$ cat config.mk
export PLATFORM = sky130hd
export DESIGN_NAME = symbol_framer_flat
export DESIGN_NICKNAME = d
export VERILOG_FILES = /design/src/rtl/pwm_sdr_pkg.sv /design/src/rtl/symbol_framer_if.sv /design/src/rtl/symbol_fifo.sv /design/src/rtl/symbol_framer.sv /design/src/flat_wrapper.sv
export SDC_FILE = /design/constraint.sdc
export NUM_CORES = 1
export LEC_CHECK = 0
export ABC_CLOCK_PERIOD_IN_PS = 4250
export BUFFER_PORTS_ARGS = -buffer_cell sky130_fd_sc_hd__buf_4
export CORE_MARGIN = 3
export CORE_UTILIZATION = 43
export CTS_CLUSTER_SIZE = 16
export DETAILED_ROUTE_END_ITERATION = 10
export GPL_ROUTABILITY_DRIVEN = 0
export GPL_TIMING_DRIVEN = 1
export PLACE_DENSITY = 0.63
export SETUP_SLACK_MARGIN = 0.05
export SLEW_MARGIN = 25
export SYNTH_ARGS = -nofsm -noshare
export SYNTH_HDL_FRONTEND = slang
export SYNTH_SLANG_ARGS = --single-unit
$ cat constraint.sdc
create_clock -name clock -period 4.25 [get_ports clock]
set_input_delay 0.425 -clock clock [delete_from_list [all_inputs] [get_ports clock]]
set_output_delay 0.425 -clock clock [all_outputs]
set_load 0.02 [all_outputs]
$ cat src/rtl/pwm_sdr_pkg.sv
// Shared types and default constants for the symbol framing path.
// Holds the framer state enumeration and the checksum fold helper.
package pwm_sdr_pkg;

  localparam int DATA_W = 8;

  localparam logic signed [DATA_W-1:0] SYNC_SYMBOL_DEF = 8'sd10;
  localparam int PAYLOAD_LEN_DEF = 4;
  localparam int DEPTH_DEF = 16;

  typedef enum logic [1:0] {
    HUNT    = 2'd0,
    PAYLOAD = 2'd1,
    CHECK   = 2'd2
  } framer_state_t;

  // Frame checksum is a plain XOR of the two's-complement symbol bytes.
  function automatic logic [DATA_W-1:0] csum_fold(input logic [DATA_W-1:0] acc,
                                                  input logic signed [DATA_W-1:0] sym);
    return acc ^ $unsigned(sym);
  endfunction

endpackage

$ cat src/rtl/symbol_framer_if.sv
// Symbol input / framed payload output bundle between decoder, framer and consumer.
interface symbol_framer_if;
  import pwm_sdr_pkg::*;

  logic signed [DATA_W-1:0] sym_in;
  logic                     sym_valid;
  logic signed [DATA_W-1:0] out_data;
  logic                     out_valid;
  logic                     out_last;
  logic                     out_ready;
  logic                     frame_ok;
  logic                     frame_err;
  logic                     overflow;
  logic [4:0]               fifo_level;

  modport master (
    output sym_in, sym_valid, out_ready,
    input  out_data, out_valid, out_last, frame_ok, frame_err, overflow, fifo_level
  );

  modport slave (
    input  sym_in, sym_valid, out_ready,
    output out_data, out_valid, out_last, frame_ok, frame_err, overflow, fifo_level
  );

endinterface

$ cat src/rtl/symbol_fifo.sv
// Payload FIFO with a separate commit pointer: writes stay tentative until
// committed, and a rewind drops everything written since the last commit.
module symbol_fifo
  import pwm_sdr_pkg::*;
#(
  parameter int DEPTH = DEPTH_DEF,
  localparam int PW = $clog2(DEPTH) + 1
) (
  input  logic                     clock,
  input  logic                     reset,
  input  logic                     wr_en,
  input  logic signed [DATA_W-1:0] wr_sym,
  input  logic                     wr_last,
  input  logic                     commit,
  input  logic                     rewind,
  input  logic                     rd_en,
  output logic                     full,
  output logic                     rd_valid,
  output logic signed [DATA_W-1:0] rd_sym,
  output logic                     rd_last,
  output logic [PW-1:0]            level
);

  localparam int AW = PW - 1;

  logic [DATA_W:0] mem [DEPTH];
  logic [PW-1:0]   wr_ptr;
  logic [PW-1:0]   cm_ptr;
  logic [PW-1:0]   rd_ptr;
  logic [DATA_W:0] head;

  // Full counts tentative entries too, and uses the read pointer before any pop.
  assign full     = (wr_ptr - rd_ptr) == PW'(DEPTH);
  assign rd_valid = cm_ptr != rd_ptr;
  assign level    = cm_ptr - rd_ptr;
  assign head     = mem[rd_ptr[AW-1:0]];
  assign rd_sym   = rd_valid ? $signed(head[DATA_W-1:0]) : '0;
  assign rd_last  = rd_valid & head[DATA_W];

  always_ff @(posedge clock or posedge reset) begin
    if (reset) begin
      wr_ptr <= '0;
      cm_ptr <= '0;
      rd_ptr <= '0;
    end else begin
      if (rewind)
        wr_ptr <= cm_ptr;
      else if (wr_en && !full)
        wr_ptr <= wr_ptr + PW'(1);
      if (commit)
        cm_ptr <= wr_ptr;
      if (rd_en && rd_valid)
        rd_ptr <= rd_ptr + PW'(1);
    end
  end

  always_ff @(posedge clock) begin
    if (wr_en && !full)
      mem[wr_ptr[AW-1:0]] <= {wr_last, wr_sym};
  end

endmodule

$ cat src/rtl/symbol_framer.sv
// Finds sync symbols, collects a fixed-length payload, and commits it to the
// output FIFO only when the trailing XOR checksum matches.
module symbol_framer
  import pwm_sdr_pkg::*;
#(
  parameter logic signed [DATA_W-1:0] SYNC_SYMBOL = SYNC_SYMBOL_DEF,
  parameter int PAYLOAD_LEN = PAYLOAD_LEN_DEF,
  parameter int DEPTH = DEPTH_DEF
) (
  input  logic            clock,
  input  logic            reset,
  symbol_framer_if.slave  bus
);

  localparam int PW = $clog2(DEPTH) + 1;

  framer_state_t state;
  framer_state_t state_nxt;

  logic [2:0]               idx;
  logic [DATA_W-1:0]        csum;
  logic                     is_sync;
  logic                     idx_last;
  logic                     sum_match;

  logic                     wr_en;
  logic                     wr_last;
  logic                     commit;
  logic                     rewind;
  logic                     ok_nxt;
  logic                     err_nxt;
  logic                     ovf_nxt;
  logic                     ok_p1;
  logic                     err_p1;
  logic                     ovf_p1;

  logic                     full;
  logic                     rd_valid;
  logic                     rd_last;
  logic signed [DATA_W-1:0] rd_sym;
  logic [PW-1:0]            level;

  assign is_sync   = bus.sym_valid && (bus.sym_in == SYNC_SYMBOL);
  assign idx_last  = idx == 3'(PAYLOAD_LEN - 1);
  assign sum_match = csum == $unsigned(bus.sym_in);

  always_ff @(posedge clock or posedge reset) begin
    if (reset)
      state <= HUNT;
    else
      state <= state_nxt;
  end

  always_comb begin
    state_nxt = state;
    case (state)
      HUNT:
        if (is_sync)
          state_nxt = PAYLOAD;
      PAYLOAD:
        if (bus.sym_valid) begin
          if (full)
            state_nxt = HUNT;
          else if (idx_last)
            state_nxt = CHECK;
        end
      CHECK:
        if (bus.sym_valid)
          state_nxt = HUNT;
      default:
        state_nxt = HUNT;
    endcase
  end

  // Sync symbols only matter in HUNT; inside a frame they are ordinary data.
  always_comb begin
    wr_en   = 1'b0;
    wr_last = 1'b0;
    commit  = 1'b0;
    rewind  = 1'b0;
    ok_nxt  = 1'b0;
    err_nxt = 1'b0;
    ovf_nxt = 1'b0;
    case (state)
      PAYLOAD:
        if (bus.sym_valid) begin
          if (full) begin
            rewind  = 1'b1;
            ovf_nxt = 1'b1;
          end else begin
            wr_en   = 1'b1;
            wr_last = idx_last;
          end
        end
      CHECK:
        if (bus.sym_valid) begin
          if (sum_match) begin
            commit = 1'b1;
            ok_nxt = 1'b1;
          end else begin
            rewind  = 1'b1;
            err_nxt = 1'b1;
          end
        end
      default: ;
    endcase
  end

  always_ff @(posedge clock or posedge reset) begin
    if (reset) begin
      idx  <= '0;
      csum <= '0;
    end else if (state == HUNT && is_sync) begin
      idx  <= '0;
      csum <= '0;
    end else if (wr_en) begin
      idx  <= idx + 3'd1;
      csum <= csum_fold(csum, bus.sym_in);
    end
  end

  // Status pulses land on the same cycle the committed data becomes visible.
  always_ff @(posedge clock or posedge reset) begin
    if (reset) begin
      ok_p1  <= 1'b0;
      err_p1 <= 1'b0;
      ovf_p1 <= 1'b0;
    end else begin
      ok_p1  <= ok_nxt;
      err_p1 <= err_nxt;
      ovf_p1 <= ovf_nxt;
    end
  end

  symbol_fifo #(
    .DEPTH (DEPTH)
  ) u_fifo (
    .clock    (clock),
    .reset    (reset),
    .wr_en    (wr_en),
    .wr_sym   (bus.sym_in),
    .wr_last  (wr_last),
    .commit   (commit),
    .rewind   (rewind),
    .rd_en    (bus.out_ready),
    .full     (full),
    .rd_valid (rd_valid),
    .rd_sym   (rd_sym),
    .rd_last  (rd_last),
    .level    (level)
  );

  assign bus.out_data   = rd_sym;
  assign bus.out_valid  = rd_valid;
  assign bus.out_last   = rd_last;
  assign bus.frame_ok   = ok_p1;
  assign bus.frame_err  = err_p1;
  assign bus.overflow   = ovf_p1;
  assign bus.fifo_level = 5'(level);

endmodule

$ cat src/flat_wrapper.sv
// flat-port wrapper written by rule: the top's interface ports become plain ports
module symbol_framer_flat import pwm_sdr_pkg::*;
#(
  parameter logic signed [DATA_W-1:0] SYNC_SYMBOL = SYNC_SYMBOL_DEF,
  parameter int PAYLOAD_LEN = PAYLOAD_LEN_DEF,
  parameter int DEPTH = DEPTH_DEF
)
  (clock, reset, bus_sym_in, bus_sym_valid, bus_out_ready, bus_out_data, bus_out_valid, bus_out_last, bus_frame_ok, bus_frame_err, bus_overflow, bus_fifo_level);
  symbol_framer_if bus_i ();
  input  logic clock;
  input  logic reset;
  input wire logic [$bits(bus_i.sym_in)-1:0] bus_sym_in;
  input wire logic [$bits(bus_i.sym_valid)-1:0] bus_sym_valid;
  input wire logic [$bits(bus_i.out_ready)-1:0] bus_out_ready;
  output wire logic [$bits(bus_i.out_data)-1:0] bus_out_data;
  output wire logic [$bits(bus_i.out_valid)-1:0] bus_out_valid;
  output wire logic [$bits(bus_i.out_last)-1:0] bus_out_last;
  output wire logic [$bits(bus_i.frame_ok)-1:0] bus_frame_ok;
  output wire logic [$bits(bus_i.frame_err)-1:0] bus_frame_err;
  output wire logic [$bits(bus_i.overflow)-1:0] bus_overflow;
  output wire logic [$bits(bus_i.fifo_level)-1:0] bus_fifo_level;
  assign bus_i.sym_in = bus_sym_in;
  assign bus_i.sym_valid = bus_sym_valid;
  assign bus_i.out_ready = bus_out_ready;
  assign bus_out_data = bus_i.out_data;
  assign bus_out_valid = bus_i.out_valid;
  assign bus_out_last = bus_i.out_last;
  assign bus_frame_ok = bus_i.frame_ok;
  assign bus_frame_err = bus_i.frame_err;
  assign bus_overflow = bus_i.overflow;
  assign bus_fifo_level = bus_i.fifo_level;
  symbol_framer #(.SYNC_SYMBOL(SYNC_SYMBOL), .PAYLOAD_LEN(PAYLOAD_LEN), .DEPTH(DEPTH)) u_core (.clock(clock), .reset(reset), .bus(bus_i));
endmodule
==> impl_metrics.ini, run 1 <==
[cells_and_area]
fin_nets = 502
drive_gt1_frac = 0.2789
layout_common_cells = edfxtp_1 (144), buf_4 (50), mux4_2 (45)
final_common_cell = edfxtp_1
design_area_um2 = 8568
num_antenna_cells = 0
syn_to_final_growth_pct = 15.21

[timing]
hold_viol = 0
rsz0062_at_grt = false
slew_viol_final = 0
tns_ns = 0
min_period_ns = 3.480
setup_viol_count_final = 0
final.period_utilization = 0.8189
tightest_slew_ns = 0.7080
skew_ns = 0.006947
fmax_ghz = 0.2873
setup_ws_ns = 0.7698
hold_slack_ns = 0.08210
slew-limit-headroom = 0.5263

[die]
ios = 30
core_region_area_um2 = 16760
floorplan.initialDensity = 0.4437
dieArea_um2 = 18910
chipHeight_um = 137.5
die_w_um = 137.5
row_count = 47

[setup_path]
path_class = flip-flop to primary output
cp-start-kind = flip-flop
cp-end-kind = primary output
crit_required_ns = 3.83
cp_data_arrival_time_ns = 3.06
critPathMaxStageDelay_ns = 0.63
cp_max_fo = 28
rrSetupSlack_ns = 1.18
path_delay_family = multiplexers
crit_slowest_cell = dfrtp_2
crit_buf_inv = 2
critical_path.cell_chain = buf_4 > mux4_2 > mux4_2 > nor2b_1 > buf_4

[global_route]
grt_pass1_wl_um = 23900
antenna_found_initial = 0
grt_max_degree = 40
overflow = 0
grt_use_total = 0.1773
grt_pass1_vias = 4041

[run]
maxCapViolCount = 0

[clock_tree]
ctsResizeCount = 0
cts_tree = yes
root_buffer = clkbuf_16
cts_hold_buf = 0
clock-sinks = 175
clkTransAtPathRegs_ns = 0.06
h-tree-depth = 4
clock_path_buffers = 2
clock_latency_ns = 0.42
cts_made_buffers = 17
cts_setup_buffers = 0

[pwr]
peakVddDrop_v = 0.0004013
power_mw = 5.146
power.leakage_nw = 3.110
power_density_nw_per_um2 = 600.6

[routing]
postRouteAntennaNets = 0
vias = 3783
first_pass_iters = 4
viasPerCell = 5.374
drt-total-wl_um = 15390
post_drt_wl_per_cell_um = 21.86
drc_errors = 0
drt_iter0_markers = 273

[yosys]
netlist.area_leader.share = 0.5814
synth.cell_area_um2 = 7437
yosys.area.top_type = edfxtp_1
yosysSeqAreaShare = 0.6857
synth_cell_types = 40
synth_edf_count = 144
yosys-top-cells-area = edfxtp_1 (58%), mux4_2 (14%), dfrtp_1 (10%)
ys_async_sr_fraction = 0.1771
syn_nets = 448
syn_area_per_cell_um2 = 17.83
yosysWarnings = 0
syn_inst = 417
synthFlopType = edfxtp_1
synth-seq-cells = 175

[placed_design]
place_ws_ns = 1.144
hpwl_um = 10100
placed_cell_area_um2 = 7998
portBuffers = 29

[outcome]
status = finished clean

[hold_path]
hp-class = input port to async pin
==> power by group <==
part / internal (mW) / leakage, nW / total, mW / switching (mW)
sequential: 1.94 / 1.73 / 2.05 / 0.111
clock: 0.863 / 0.260 / 1.49 / 0.631
combinational: 0.787 / 1.12 / 1.60 / 0.814
total: 3.59 / 3.11 / 5.15 / 1.56
==> synth_stat cells (all sizes together) (2+ instances only) <==
cell type and count:
edfxtp 144, mux4 45, dfrtp 31, nor2 30, inv 20, xor2 20
nand2 19, ha 18, xnor2 12, buf 11, nor2b 11, a21oi 7
mux2 6, nor3 6, nand4 5, clkbuf 4, mux2i 4, nand2b 3
o21ai 3, a21o 2, and2 2, nor4 2
==> final cells by class <==
type,instances,area (µm²)
Clock buffer,18,429.2
Timing Repair Buffer,50,375.4
Sequential cell,175,5101
Tap cell,220,275.3
Multi-Input combinational cell,207,2171
Fill cell,1384,8192
Inverter,20,75.07
Clock inverter,14,141.4
==> worst paths after layout <==
kind                                                        to  cells past startpoint                                 from
hold reg to reg            u_core.u_fifo.rd_ptr[3]$_DFFE_PP0P_                      1  u_core.u_fifo.rd_ptr[3]$_DFFE_PP0P_
max in group asynchronous  u_core.u_fifo.rd_ptr[0]$_DFFE_PP0P_                      3                                reset
setup / recovery                               bus_out_data[6]                      5  u_core.u_fifo.rd_ptr[0]$_DFFE_PP0P_
min in group clock              u_core.bus.frame_err$_DFF_PP0_                      3                        bus_sym_valid
setup reg to reg             u_core.u_fifo.mem[0][0]$_DFFE_PP_                      8  u_core.u_fifo.rd_ptr[3]$_DFFE_PP0P_
hold / removal                   u_core.bus.frame_ok$_DFF_PP0_                      3                                reset
==> tightest hold or removal path, delay by kind of cell <==
family / cells / cell delay (ns)
buffers and inverters: 3 / 0.50
==> stage by stage <==
stage / util / instances
floorplan: - / 417
global route: 0.5112 / 704
global placement: 0.4772 / 672
detailed placement: 0.4772 / 672
CTS: 0.5112 / 704
finish: 0.5112 / 704
==> sequential cells by signal, indices dropped and copies added (netlist names) <==
signal and cells:
u_core.u_fifo.mem 144, u_core.csum 8, u_core.u_fifo.cm_ptr 5, u_core.u_fifo.rd_ptr 5, u_core.u_fifo.wr_ptr 5, u_core.idx 3, u_core.state 2, u_core.bus.frame_err 1
u_core.bus.frame_ok 1, u_core.bus.overflow 1
==> layer usage <==
layer / vias up / wire length (µm) / global-route usage
li1: 1706 / - / -
met2: 70 / 8091 / 0.2937
met5: - / 0 / 0
met3: 12 / 561 / 0.03944
met4: 0 / 175 / 0.05765
met1: 1995 / 6563 / 0.2342
==> cells by family (layout without fill, tap and decap cells) <==
kind of cell / Yosys count / count (layout) / share of synthesized area
muxes: 55 / 55 / 0.1507
and+or+nand+nor: 82 / 82 / 0.05333
DFF: 175 / 175 / 0.6857
buffers and inverters: 35 / 102 / 0.02237
adders and majority gates: 19 / 19 / 0.03298
xor gates and xnor gates: 32 / 32 / 0.03769
AOI/OAI and AO/OA: 19 / 19 / 0.01716
No activity file was read; power rests on OpenSTA's default activity.
==> run 2, diff against run 1 <==
--- a/config.mk
+++ b/config.mk
@@ -5,7 +5,7 @@
 export SDC_FILE = /design/constraint.sdc
 export NUM_CORES = 1
 export LEC_CHECK = 0
-export ABC_CLOCK_PERIOD_IN_PS = 4250
+export ABC_CLOCK_PERIOD_IN_PS = 2800
 export BUFFER_PORTS_ARGS = -buffer_cell sky130_fd_sc_hd__buf_4
 export CORE_MARGIN = 3
 export CORE_UTILIZATION = 43
@@ -13,7 +13,7 @@
 export DETAILED_ROUTE_END_ITERATION = 10
 export GPL_ROUTABILITY_DRIVEN = 0
 export GPL_TIMING_DRIVEN = 1
-export PLACE_DENSITY = 0.63
+export PLACE_DENSITY = 0.65
 export SETUP_SLACK_MARGIN = 0.05
 export SLEW_MARGIN = 25
 export SYNTH_ARGS = -nofsm -noshare
==> constraint.sdc (replaced) <==
create_clock -name clock -period 2.8 [get_ports clock]
set_input_delay 0.28 -clock clock [delete_from_list [all_inputs] [get_ports clock]]
set_output_delay 0.28 -clock clock [all_outputs]
set_load 0.02 [all_outputs]
==> impl_metrics.ini, run 2 (same netlist as run 1, synthesis figures left out) <==
[clock_tree]
cts_hold_buf = 0
clock-sinks = 175
cts_tree = yes
clkTransAtPathRegs_ns = 0.06
clock_latency_ns = 0.43
clock_path_buffers = 2
cts_made_buffers = 17
h-tree-depth = 4
root_buffer = clkbuf_16

[cells_and_area]
fin_nets = 520
num_antenna_cells = 0
final_common_cell = edfxtp_1
multi_input_area_um2 = 2240
layout_common_cells = edfxtp_1 (144), buf_4 (59), mux4_2 (45)
layout.area.seq_um2 = 5101
fillers = 1356
drive_gt1_frac = 0.3347
syn_to_final_growth_pct = 18.91
largest_reg_flops = 144
design_area_um2 = 8843

[setup_path]
cp_max_fo = 8
path_class = flip-flop to primary output
cp_data_arrival_time_ns = 2.46
cp-start-kind = flip-flop
crit_required_ns = 2.52
cp-end-kind = primary output

[timing]
hold_slack_ns = 0.002384
tightest_slew_ns = 0.7834
hold_viol = 0
final.period_utilization = 0.9781
setup_viol_count_final = 0
skew_ns = 0.008813
slew_viol_final = 0
fmax_ghz = 0.3651
slew-limit-headroom = 0.4772
rsz0062_at_grt = true
min_period_ns = 2.739

[global_route]
overflow = 0
grt_pass1_wl_um = 23790
antenna_found_initial = 0
grt_max_degree = 40
grt_use_total = 0.1774
grt_pass1_vias = 4003

[hold_path]
hp-class = input port to async pin

[pwr]
internal_power_mw = 5.510
peakVddDrop_v = 0.0005474
swShare = 0.3066
power.leakage_nw = 3.253
comb_power_share = 0.341
power_switching_mw = 2.436
power_frac_clock = 0.271
pwr-share-seq = 0.388
power_density_nw_per_um2 = 898.5

[routing]
drt-total-wl_um = 15440
first_pass_iters = 4
postRouteAntennaNets = 0
viasPerCell = 5.280
post_drt_wl_per_cell_um = 21.39
drt_iter0_markers = 306
drc_errors = 0
vias = 3812

[die]
ios = 30
chipHeight_um = 137.5
die_w_um = 137.5
row_count = 47
floorplan.initialDensity = 0.4437
core_region_area_um2 = 16760
dieArea_um2 = 18910

[placed_design]
portBuffers = 29
placed_cell_area_um2 = 8199
hpwl_um = 10170

[run]
maxCapViolCount = 0

[outcome]
status = finished clean
run 2: layer usage:
layer | wire [µm] | part of all wire | track usage
met5 | 0 | 0 | 0
met2 | 7588 | 0.49 | 0.2798
met3 | 1087 | 0.070 | 0.04419
met4 | 193 | 0.012 | 0.04823
met1 | 6571 | 0.43 | 0.2483
run 2: critical path, cell delays in order, from the launching register on:
cell and delay, ns:
dfrtp_2 0.45, buf_12 0.14, clkbuf_16 0.16, mux4_2 0.50, mux4_2 0.46, nor2b_1 0.16, buf_4 0.16
run 2: power groups by stage:
stage               logic (mW)  clock network, mW  registers (mW)
floorplan                 1.80                  0            3.10
global placement          2.54                  0            3.13
detailed placement        2.56                  0            3.14
CTS                       2.59               2.20            3.08
global route              2.97               2.31            3.09
finish                    2.71               2.15            3.08
run 2: worst paths after layout:
check | startpoint | endpoint | slack [ns] | depth (start not counted)
max | u_core.u_fifo.rd_ptr[0]$_DFFE_PP0P_ | bus_out_data[2] | 0.06 | 6
min | reset | u_core.u_fifo.wr_ptr[4]$_DFFE_PP0P_ | 0.002 | 2
max reg2reg | u_core.u_fifo.rd_ptr[0]$_DFFE_PP0P_ | u_core.u_fifo.mem[5][4]$_DFFE_PP_ | 0.25 | 9
min reg2reg | u_core.u_fifo.rd_ptr[3]$_DFFE_PP0P_ | u_core.u_fifo.rd_ptr[3]$_DFFE_PP0P_ | 0.53 | 1
max in group asynchronous | reset | u_core.u_fifo.rd_ptr[0]$_DFFE_PP0P_ | 2.13 | 3
min in group clock | bus_sym_valid | u_core.bus.frame_err$_DFF_PP0_ | 0.18 | 3
run 2: area by class of cell:
cell class / count / share of cell area
clock buffer: 18 / 0.04853
clock inverter: 14 / 0.01217
inverter: 20 / 0.008489
multi-input combinational: 207 / 0.2533
sequential: 175 / 0.5768
tap: 220 / 0.03113
timing repair buffer: 68 / 0.06961
run 2: per-stage QoR:
step                      TNS [ns]  worst slack [ns]    util  cells  total power [mW]
after floorplan                  0            0.1176       -    417             4.900
after global placement           0            0.4061  0.4892    684             5.678
after detailed placement         0            0.3671  0.4892    684             5.704
after CTS                        0           0.03906  0.5217    717             7.863
after global routing      -0.01055         -0.006018  0.5277    722             8.371
final                            0           0.06134  0.5277    722             7.946
run 2: what timing repair did:
item / 4_1_cts / 5_1_grt
cloned: 0 / 2
setup endpoints to repair: 9 / 9
gates resized for setup: 0 / 4
buffers inserted: 1 / 3
